## config.mk

```make
export PLATFORM = sky130hd
export DESIGN_NAME = vec_alu_sequencer
export DESIGN_NICKNAME = d
export VERILOG_FILES = /design/src/rtl/vec_alu_sequencer.sv
export SDC_FILE = /design/constraint.sdc
export NUM_CORES = 1
export LEC_CHECK = 0
export CAP_MARGIN = 20
export CORE_ASPECT_RATIO = 1.1
export CORE_MARGIN = 2
export CORE_UTILIZATION = 51
export CTS_CLUSTER_DIAMETER = 200
export CTS_CLUSTER_SIZE = 30
export DETAILED_ROUTE_END_ITERATION = 10
export PLACE_DENSITY = 0.91
export SLEW_MARGIN = 20
export SYNTH_ARGS = -nofsm -noshare
export SYNTH_HDL_FRONTEND = slang
export SYNTH_SLANG_ARGS = --single-unit
```

## constraint.sdc

```tcl
create_clock -name clk -period 10.4 [get_ports clk]
set_input_delay 1.04 -clock clk [delete_from_list [all_inputs] [get_ports clk]]
set_output_delay 1.04 -clock clk [all_outputs]
set_load 0.1 [all_outputs]
```

## src/rtl/vec_alu_sequencer.sv

```systemverilog
// rtl/vec_alu_sequencer.sv - issues one vector op element-by-element to a shared element ALU
// Optional lane masking with `define VEC_ALU_SEQ_MASK_EN.
module vec_alu_sequencer #(
  parameter int ELEMENT_SIZE = 16,
  parameter int NUM_ELEMENTS = 4,
  parameter int IDX_W        = $clog2(NUM_ELEMENTS)
) (
  input  logic                             clk,
  input  logic                             rst,
  input  logic                             start,
  input  logic [2:0]                       opcode,
  input  logic [NUM_ELEMENTS*ELEMENT_SIZE-1:0] vec_a,
  input  logic [NUM_ELEMENTS*ELEMENT_SIZE-1:0] vec_b,
`ifdef VEC_ALU_SEQ_MASK_EN
  input  logic [NUM_ELEMENTS-1:0]          mask,
`endif
  output logic                             busy,
  output logic                             done,
  output logic [NUM_ELEMENTS*ELEMENT_SIZE-1:0] vec_result,
  output logic [ELEMENT_SIZE-1:0]          elem_a,
  output logic [ELEMENT_SIZE-1:0]          elem_b,
  output logic [2:0]                       elem_op,
  input  logic [ELEMENT_SIZE-1:0]          elem_result
);

  localparam int VW = NUM_ELEMENTS * ELEMENT_SIZE;

  typedef enum logic [1:0] {IDLE, RUN, DONE} state_t;

  state_t           state, state_next;
  logic [IDX_W-1:0] idx;
  logic [VW-1:0]    a_lat, b_lat, buffer, buffer_next;
  logic [2:0]       op_lat;
  logic             last, lane_en;

`ifdef VEC_ALU_SEQ_MASK_EN
  logic [NUM_ELEMENTS-1:0] mask_lat;
  assign lane_en = mask_lat[idx];
`else
  assign lane_en = 1'b1;
`endif

  assign last = (idx == IDX_W'(NUM_ELEMENTS - 1));

  always_ff @(posedge clk or posedge rst) begin
    if (rst) state <= IDLE;
    else     state <= state_next;
  end

  always_ff @(posedge clk or posedge rst) begin
    if (rst) begin
      idx        <= '0;
      a_lat      <= '0;
      b_lat      <= '0;
      op_lat     <= '0;
      buffer     <= '0;
      vec_result <= '0;
`ifdef VEC_ALU_SEQ_MASK_EN
      mask_lat   <= '0;
`endif
    end else begin
      case (state)
        IDLE: begin
          if (start) begin
            a_lat  <= vec_a;
            b_lat  <= vec_b;
            op_lat <= opcode;
            idx    <= '0;
`ifdef VEC_ALU_SEQ_MASK_EN
            mask_lat <= mask;
`endif
          end
        end
        RUN: begin
          buffer <= buffer_next;
          // The final lane is folded in here so vec_result is complete when done rises.
          if (last) vec_result <= buffer_next;
          else      idx        <= idx + 1'b1;
        end
        default: ;
      endcase
    end
  end

  always_comb begin
    state_next  = state;
    busy        = 1'b0;
    done        = 1'b0;
    elem_a      = '0;
    elem_b      = '0;
    elem_op     = '0;
    buffer_next = buffer;
    case (state)
      IDLE: begin
        if (start) state_next = RUN;
      end
      RUN: begin
        busy    = 1'b1;
        elem_op = op_lat;
        if (lane_en) begin
          elem_a = a_lat[idx*ELEMENT_SIZE +: ELEMENT_SIZE];
          elem_b = b_lat[idx*ELEMENT_SIZE +: ELEMENT_SIZE];
        end
        buffer_next[idx*ELEMENT_SIZE +: ELEMENT_SIZE] = lane_en ? elem_result : '0;
        if (last) state_next = DONE;
      end
      DONE: begin
        busy       = 1'b1;
        done       = 1'b1;
        state_next = IDLE;
      end
      default: state_next = IDLE;
    endcase
  end

endmodule

```

==> flow_metrics.env <==
export IMPL_core_sq_um=22900
export IMPL_viasPerCell=5.60
export IMPL_wl_per_cell_um=19.1
export IMPL_vias=8188
export IMPL_grt_pass1_vias=8223
export IMPL_cp_data_required_time_ns=9.36
export IMPL_antenna_found_initial=0
export IMPL_area_growth_pct=23.8
export IMPL_nets=1321
export IMPL_postSynthAreaPerCell_sq_um=12.1
export IMPL_worst_hold_slack_ns=0.486
export IMPL_rrSetupSlack_ns=6.85
export IMPL_rr_worst_depth=5
export IMPL_clkTransAtPathRegs_ns=0.12
export IMPL_post_cts_buffers=0
export IMPL_post_dp_cell_area_sq_um=14400
export IMPL_antenna_cells=0
export IMPL_period_share_pct=42.8
export IMPL_port_buffers=250
export IMPL_endpoint="elem_a[15]"
export IMPL_synth_area_sq_um=11900
export IMPL_async_reset_ff_share_pct=100
export IMPL_dr_pass1_iters=5
export IMPL_slew_violations=0
export IMPL_fin_crit_ns=4.45
export IMPL_synth_edf_count=0
export IMPL_design_area_sq_um=14700
export IMPL_reg2reg_to="buffer[4]$_DFFE_PP0P_"
export IMPL_insertion_delay_ns=0.48
export IMPL_detail_route_antenna_nets=0
export IMPL_cts_max_level=1
export IMPL_root_buffer="clkbuf_16"
export IMPL_drc_errors=0
export IMPL_yosys_warnings=0
export IMPL_die_w_um=150
export IMPL_drive_gt1_share_pct=16.9
export IMPL_grt_usage_pct=23.1
export IMPL_drv_cap=0
export IMPL_crit_cells=4
export IMPL_dp_hpwl_um=19200
export IMPL_syn_num_nets=1139
export IMPL_cts_resized=0
export IMPL_path_cells="buf_4, mux4_1, and2_1, clkdlybuf4s50_1"
export IMPL_tightest_slew_ns=1.12
export IMPL_critPathMaxFanout=32
export IMPL_place_gp_congestion=0.841
export IMPL_synth_ff_type="dfrtp_1"
export IMPL_cp_arrival_ns=3.41
export IMPL_setup_violations=0
export IMPL_outcome="completed"
export IMPL_met2_usage_pct=38.9
export IMPL_place_inst=1447
export IMPL_globalRouteOverflowTotal=0
export IMPL_grt_first_pass_wirelength_um=44500
export IMPL_drt_initial_drc_count=405
export IMPL_critPathCaptureType="primary output"
export IMPL_yosys_register_bits=263
export IMPL_ctsHoldBuffers=0
export IMPL_clock_fmax_mhz=225
export IMPL_clk_path_buf_depth=3
export IMPL_die_area_sq_um=24600
export IMPL_grt_start_max_net_pins=134
export IMPL_cpPeakStageDelay_ns=0.98
export IMPL_drt_total_wl_um=27900
export IMPL_numCtsBuffers=12
export IMPL_reg2reg_from="idx[1]$_DFFE_PP0P_"
export IMPL_hold_viol=0
export IMPL_slew_headroom_pct=25.2
export IMPL_ys_seq_area_share_pct=55.3
export IMPL_die_h_um=164
export IMPL_tritoncts="built"
export IMPL_path_buf_inv=2
export IMPL_num_fill_cells=1720
export IMPL_pin_count=251
export IMPL_clkSinkCount=263
export IMPL_min_path_type="reg -> reg"
export IMPL_synthCells=979
export IMPL_startpoint_type="flop"
export IMPL_rows=58
export IMPL_fin_setup_tns_ns=0
export IMPL_ys_types=31
export IMPL_clock_skew_ns=0.0139
export IMPL_critPathTopFamily="buffers and inverters"
export IMPL_cp_slowest_cell="clkdlybuf4s50_1"
export IMPL_rsz0062_at_grt="no"
export IMPL_grt_busiest_layer="met2"
export IMPL_start_util_pct=52.0
export IMPL_use_met1_pct=29.8
export IMPL_use_met3_pct=5.39
export IMPL_finalNonFillerCells=1462
export IMPL_critical_path_class="reg -> out"
export IMPL_worstSetupStartpoint="idx[0]$_DFFE_PP0P_"
==> state kept, by name, indices dropped and copies added (netlist names) <==
name,cells
state,2
vec_result,64
buffer,64
b_lat,64
a_lat,64
idx,2
op_lat,3
==> layout by cell type, fill, tap and decap left out, types with 34 or more instances in the layout <==
cell / instances
dfrtp_1: 261
clkdlybuf4s50_1: 250
mux2_2: 132
nand2_1: 101
nor2_1: 50
a21oi_1: 50
nor2b_1: 49
a31oi_1: 48
and2_1: 35
o21ai_1: 34
==> synth_stat cells, types with 2 or more instances <==
cell | number | area (sq um)
buf_2 | 33 | 165
a31oi_1 | 48 | 300
a221o_1 | 16 | 160
nand2_1 | 102 | 383
nor2_1 | 50 | 188
inv_1 | 6 | 22.5
buf_1 | 7 | 26.3
clkbuf_1 | 31 | 116
and2_1 | 36 | 225
o21ai_1 | 34 | 170
buf_4 | 15 | 113
nor4b_4 | 2 | 47.6
a21oi_1 | 50 | 250
nand2b_1 | 3 | 18.8
mux4_2 | 29 | 653
nor2b_1 | 49 | 307
a22o_1 | 18 | 158
o21ai_0 | 16 | 80.1
nor3b_1 | 16 | 120
mux4_1 | 3 | 78.8
dfrtp_1 | 263 | 6580
mux2_2 | 132 | 1490
ha_1 | 10 | 125
buf_6 | 3 | 33.8
==> logic make-up (layout without fill, tap and decap cells) <==
kind of cell | Yosys count | after routing | synth area share, %
compound gates | 183 | 183 | 9.46
flops | 263 | 263 | 55.3
mux | 164 | 164 | 18.7
buf+inv | 96 | 279 | 4.18
simple gates | 263 | 263 | 11.3
fa+ha+maj | 10 | 10 | 1.05
==> per-layer routing <==
layer,part of all wire [%],wire (um)
met1,40,11100
met2,49,13700
met3,7.6,2110
met4,3.1,867
met5,0,0
==> layout make-up <==
cell class,instances,area [sq um],share of cell area [%]
clock inverter,1,8.76,0.0595
clock buffer,14,329,2.24
inverter,6,30.0,0.204
multi-input combinational,620,4830,32.8
sequential,263,6580,44.7
timing repair buffer,258,2560,17.4
tap,300,375,2.55
==> worst min-delay path by stage <==
stage,startpoint,to,slack (ns),depth (start not counted)
finish,buffer[32]$_DFFE_PP0P_,buffer[32]$_DFFE_PP0P_,0.49,2
global route,buffer[50]$_DFFE_PP0P_,buffer[50]$_DFFE_PP0P_,0.51,2
CTS,buffer[32]$_DFFE_PP0P_,buffer[32]$_DFFE_PP0P_,0.49,2
detailed placement,buffer[41]$_DFFE_PP0P_,buffer[41]$_DFFE_PP0P_,0.46,2
global placement,buffer[23]$_DFFE_PP0P_,buffer[23]$_DFFE_PP0P_,0.45,2
floorplan,buffer[21]$_DFFE_PP0P_,buffer[21]$_DFFE_PP0P_,0.44,2
==> through the flow <==
step,setup WS (ns),utilization (%)
2_1_floorplan,2.12,-
3_3_place_gp,6.49,62.9
3_5_place_dp,6.44,62.9
4_1_cts,5.88,64.4
5_1_grt,5.82,64.4
6_report,5.95,64.4
==> worst min-delay path, stage by stage (launching register included) <==
cell	delay, ns
dfrtp_1	0.35
nand2_1	0.04
o21ai_0	0.06
Power is not shown: default switching activity piles up to over one toggle a cycle in this logic, so the estimate is an artifact.
==> RTL edit (same settings) <==
Change the parameter `NUM_ELEMENTS` from 4 to 8.
--- a/src/rtl/vec_alu_sequencer.sv
+++ b/src/rtl/vec_alu_sequencer.sv
@@ -3,5 +3,5 @@
 module vec_alu_sequencer #(
   parameter int ELEMENT_SIZE = 16,
-  parameter int NUM_ELEMENTS = 4,
+  parameter int NUM_ELEMENTS = 8,
   parameter int IDX_W        = $clog2(NUM_ELEMENTS)
 ) (
Interface: changed (resized vec_a, vec_b and vec_result); port bits go from 251 to 443. No check against the original RTL was run, so the function may have changed too.
==> RTL edit against the unedited design <==
  * Clock skew rose by 0.021 ns
  * Maximum frequency shrank 16%
  * Worst setup slack got worse by 0.82 ns
  * Synthesized cell count rose by 78%
  * Sequential cell count is 257 higher
  * Cell area is 93% higher
  * Cell count grew 84%
  * Sequential share of layout area is 1.0 points higher
  * Wire length grew 120%
  * Count of clock-buffer cells in the layout grew 8
  * First-iteration DRC count grew to 2.6 times the old value
  * Area after synthesis rose by 94%
  * Critical path type unchanged
  * Critical endpoint is now elem_a[2]
==> RTL edit: results (changes against the unedited design) <==
metric;value;unit;change
outcome;finished, final reports clean;;unchanged
antenna_found_initial;20;;was 0
worstReg2RegEnd;vec_result[0]$_DFFE_PP0P_;;was buffer[4]$_DFFE_PP0P_
vias_per_cell;5.79;;was 5.60
synth_seq_area_share;0.564;;was 0.553
final.fill_count;3139;;was 1720
placed_cells;2654;;was 1447
clkLatencyLatePin;0.56;ns;was 0.48 ns
r2r_setup_slack;6.74;ns;was 6.85 ns
cp_slowest_stage_delay;1.02;ns;was 0.98 ns
cts-root-buf;clkbuf_16;;unchanged
cp_slowest_cell;clkdlybuf4s50_1;;unchanged
reg2regPathDepth;7;;was 5
ctsResizeCount;0;;unchanged
cts_buffer_depth;3;;unchanged
area_growth;23.2;%;was 23.8%
yosys-top-cells-area;dfrtp_1, mux2_2, mux4_2, mux2i_1, nand2_1;;was dfrtp_1, mux2_2, mux4_2, nand2_1, nor2b_1
ant_nets;0;;unchanged
cts.reportedPaths.clkPinSlew;0.12;ns;about the same
hp-class;flop to flop;;unchanged
layout-drive-gt1-share;0.237;;was 0.169
drc;0;;unchanged
synth_nets;2029;;was 1139
yosys.cell_types.count;41;;was 31
skew;0.0350;ns;was 0.0139 ns
tightestPinTransition;1.17;ns;was 1.12 ns
cp_max_fo;44;;was 32
nets;2388;;was 1321
grt_usage;0.262;;was 0.231
wirelength;62000;um;was 27900 um
place_ws;5.70;ns;was 6.44 ns
drtPass1Iterations;5;;unchanged
drt_iter0_drc;1065;;was 405
reg2reg_from;idx[0]$_DFFE_PP0P_;;was idx[1]$_DFFE_PP0P_
vias;15600;;was 8188
hold_end;vec_result[82]$_DFFE_PP0P_;;was buffer[32]$_DFFE_PP0P_
synthTopCellsByCount;dfrtp_1, mux2_2, nand2_1, o21ai_0, nor2_1;;was dfrtp_1, mux2_2, nand2_1, a21oi_1, nor2_1
grt_pass1_wl;94100;um;was 44500 um
gp_congestion;0.857;;was 0.841
grt_max_degree;200;;was 134
htree_levels;1;;unchanged
ir_drop;0.266;mV;
yosys_warnings;0;;unchanged
cts_buffers;21;;was 12
io_buffers;442;;was 250
holdPathStages;2;;unchanged
syn_area_per_cell;13.3;um2;was 12.1 um2
critPathArrivalTime;4.23;ns;was 3.41 ns
async_flop_share;1.00;;unchanged
min_from;vec_result[82]$_DFFE_PP0P_;;was buffer[32]$_DFFE_PP0P_
leakagePower;12.1;nW;
dpl.hpwl;44300;um;was 19200 um
cts_setup_buffers;0;;unchanged
path_delay_family;buffers and inverters;;unchanged
hold_ws;0.488;ns;was 0.486 ns
-- RTL edit: changes by cell type in the layout (fill, tap and decap cells not counted), sizes merged, moves of 32 or more --
cell,before,now
clkdlybuf4s50,250,441
dfrtp,263,520
mux2,132,363
mux2i,0,75
mux4,32,64
nand2,103,174
nor2b,49,4
o21ai,50,134
-- RTL edit: final cells by class --
class	count	share of cell area
inverter	7	0.00106
timing repair buffer	461	0.163
sequential	520	0.458
antenna	14	0.00123
tap	581	0.0255
clock buffer	22	0.0186
clock inverter	1	0.000704
multi-input combinational	1088	0.332
-- RTL edit: power breakdown --
group          internal (mW)  switching (mW)  total, mW
clock                  0.374           0.608      0.982
combinational           1.89            3.52       5.41
sequential              2.92           0.590       3.51
total                   5.18            4.72       9.90
-- RTL edit: metal layers --
layer | global-route usage | wire [um]
met2 | 0.447 | 31600
met4 | 0.108 | 2600
met3 | 0.0760 | 5180
met5 | 0 | 60
met1 | 0.312 | 22600
-- RTL edit: cells by family (layout without fill, tap and decap cells) --
kind of cell	Yosys count	in the layout	synth area share
fa+ha+maj	11	11	0.00596
compound gates	228	228	0.0584
flops	520	520	0.564
simple gates	347	347	0.0696
other cells	0	14	0
buf+inv	132	491	0.0304
mux	502	502	0.272
-- RTL edit: worst reg2reg max path, stage by stage, from the launching register on --
cell and delay [ns]:
dfrtp_4 0.90, inv_1 0.25, ha_1 0.28, ha_1 0.60
nor2b_1 0.33, nand3_2 0.54, or2_2 0.51, a31oi_1 0.17
-- RTL edit: how the worst max path moves through the flow --
stage / startpoint / endpoint / slack, ns / cells after the start
after floorplan: rst / a_lat[0]$_DFFE_PP0P_ / 2.30 / 1
after global placement: idx[0]$_DFFE_PP0P_ / elem_a[6] / 5.76 / 4
after detailed placement: idx[0]$_DFFE_PP0P_ / elem_b[14] / 5.70 / 4
after CTS: idx[0]$_DFFE_PP0P_ / elem_a[2] / 5.04 / 4
after global routing: idx[0]$_DFFE_PP0P_ / elem_a[2] / 4.91 / 4
final: idx[0]$_DFFE_PP0P_ / elem_a[2] / 5.13 / 4
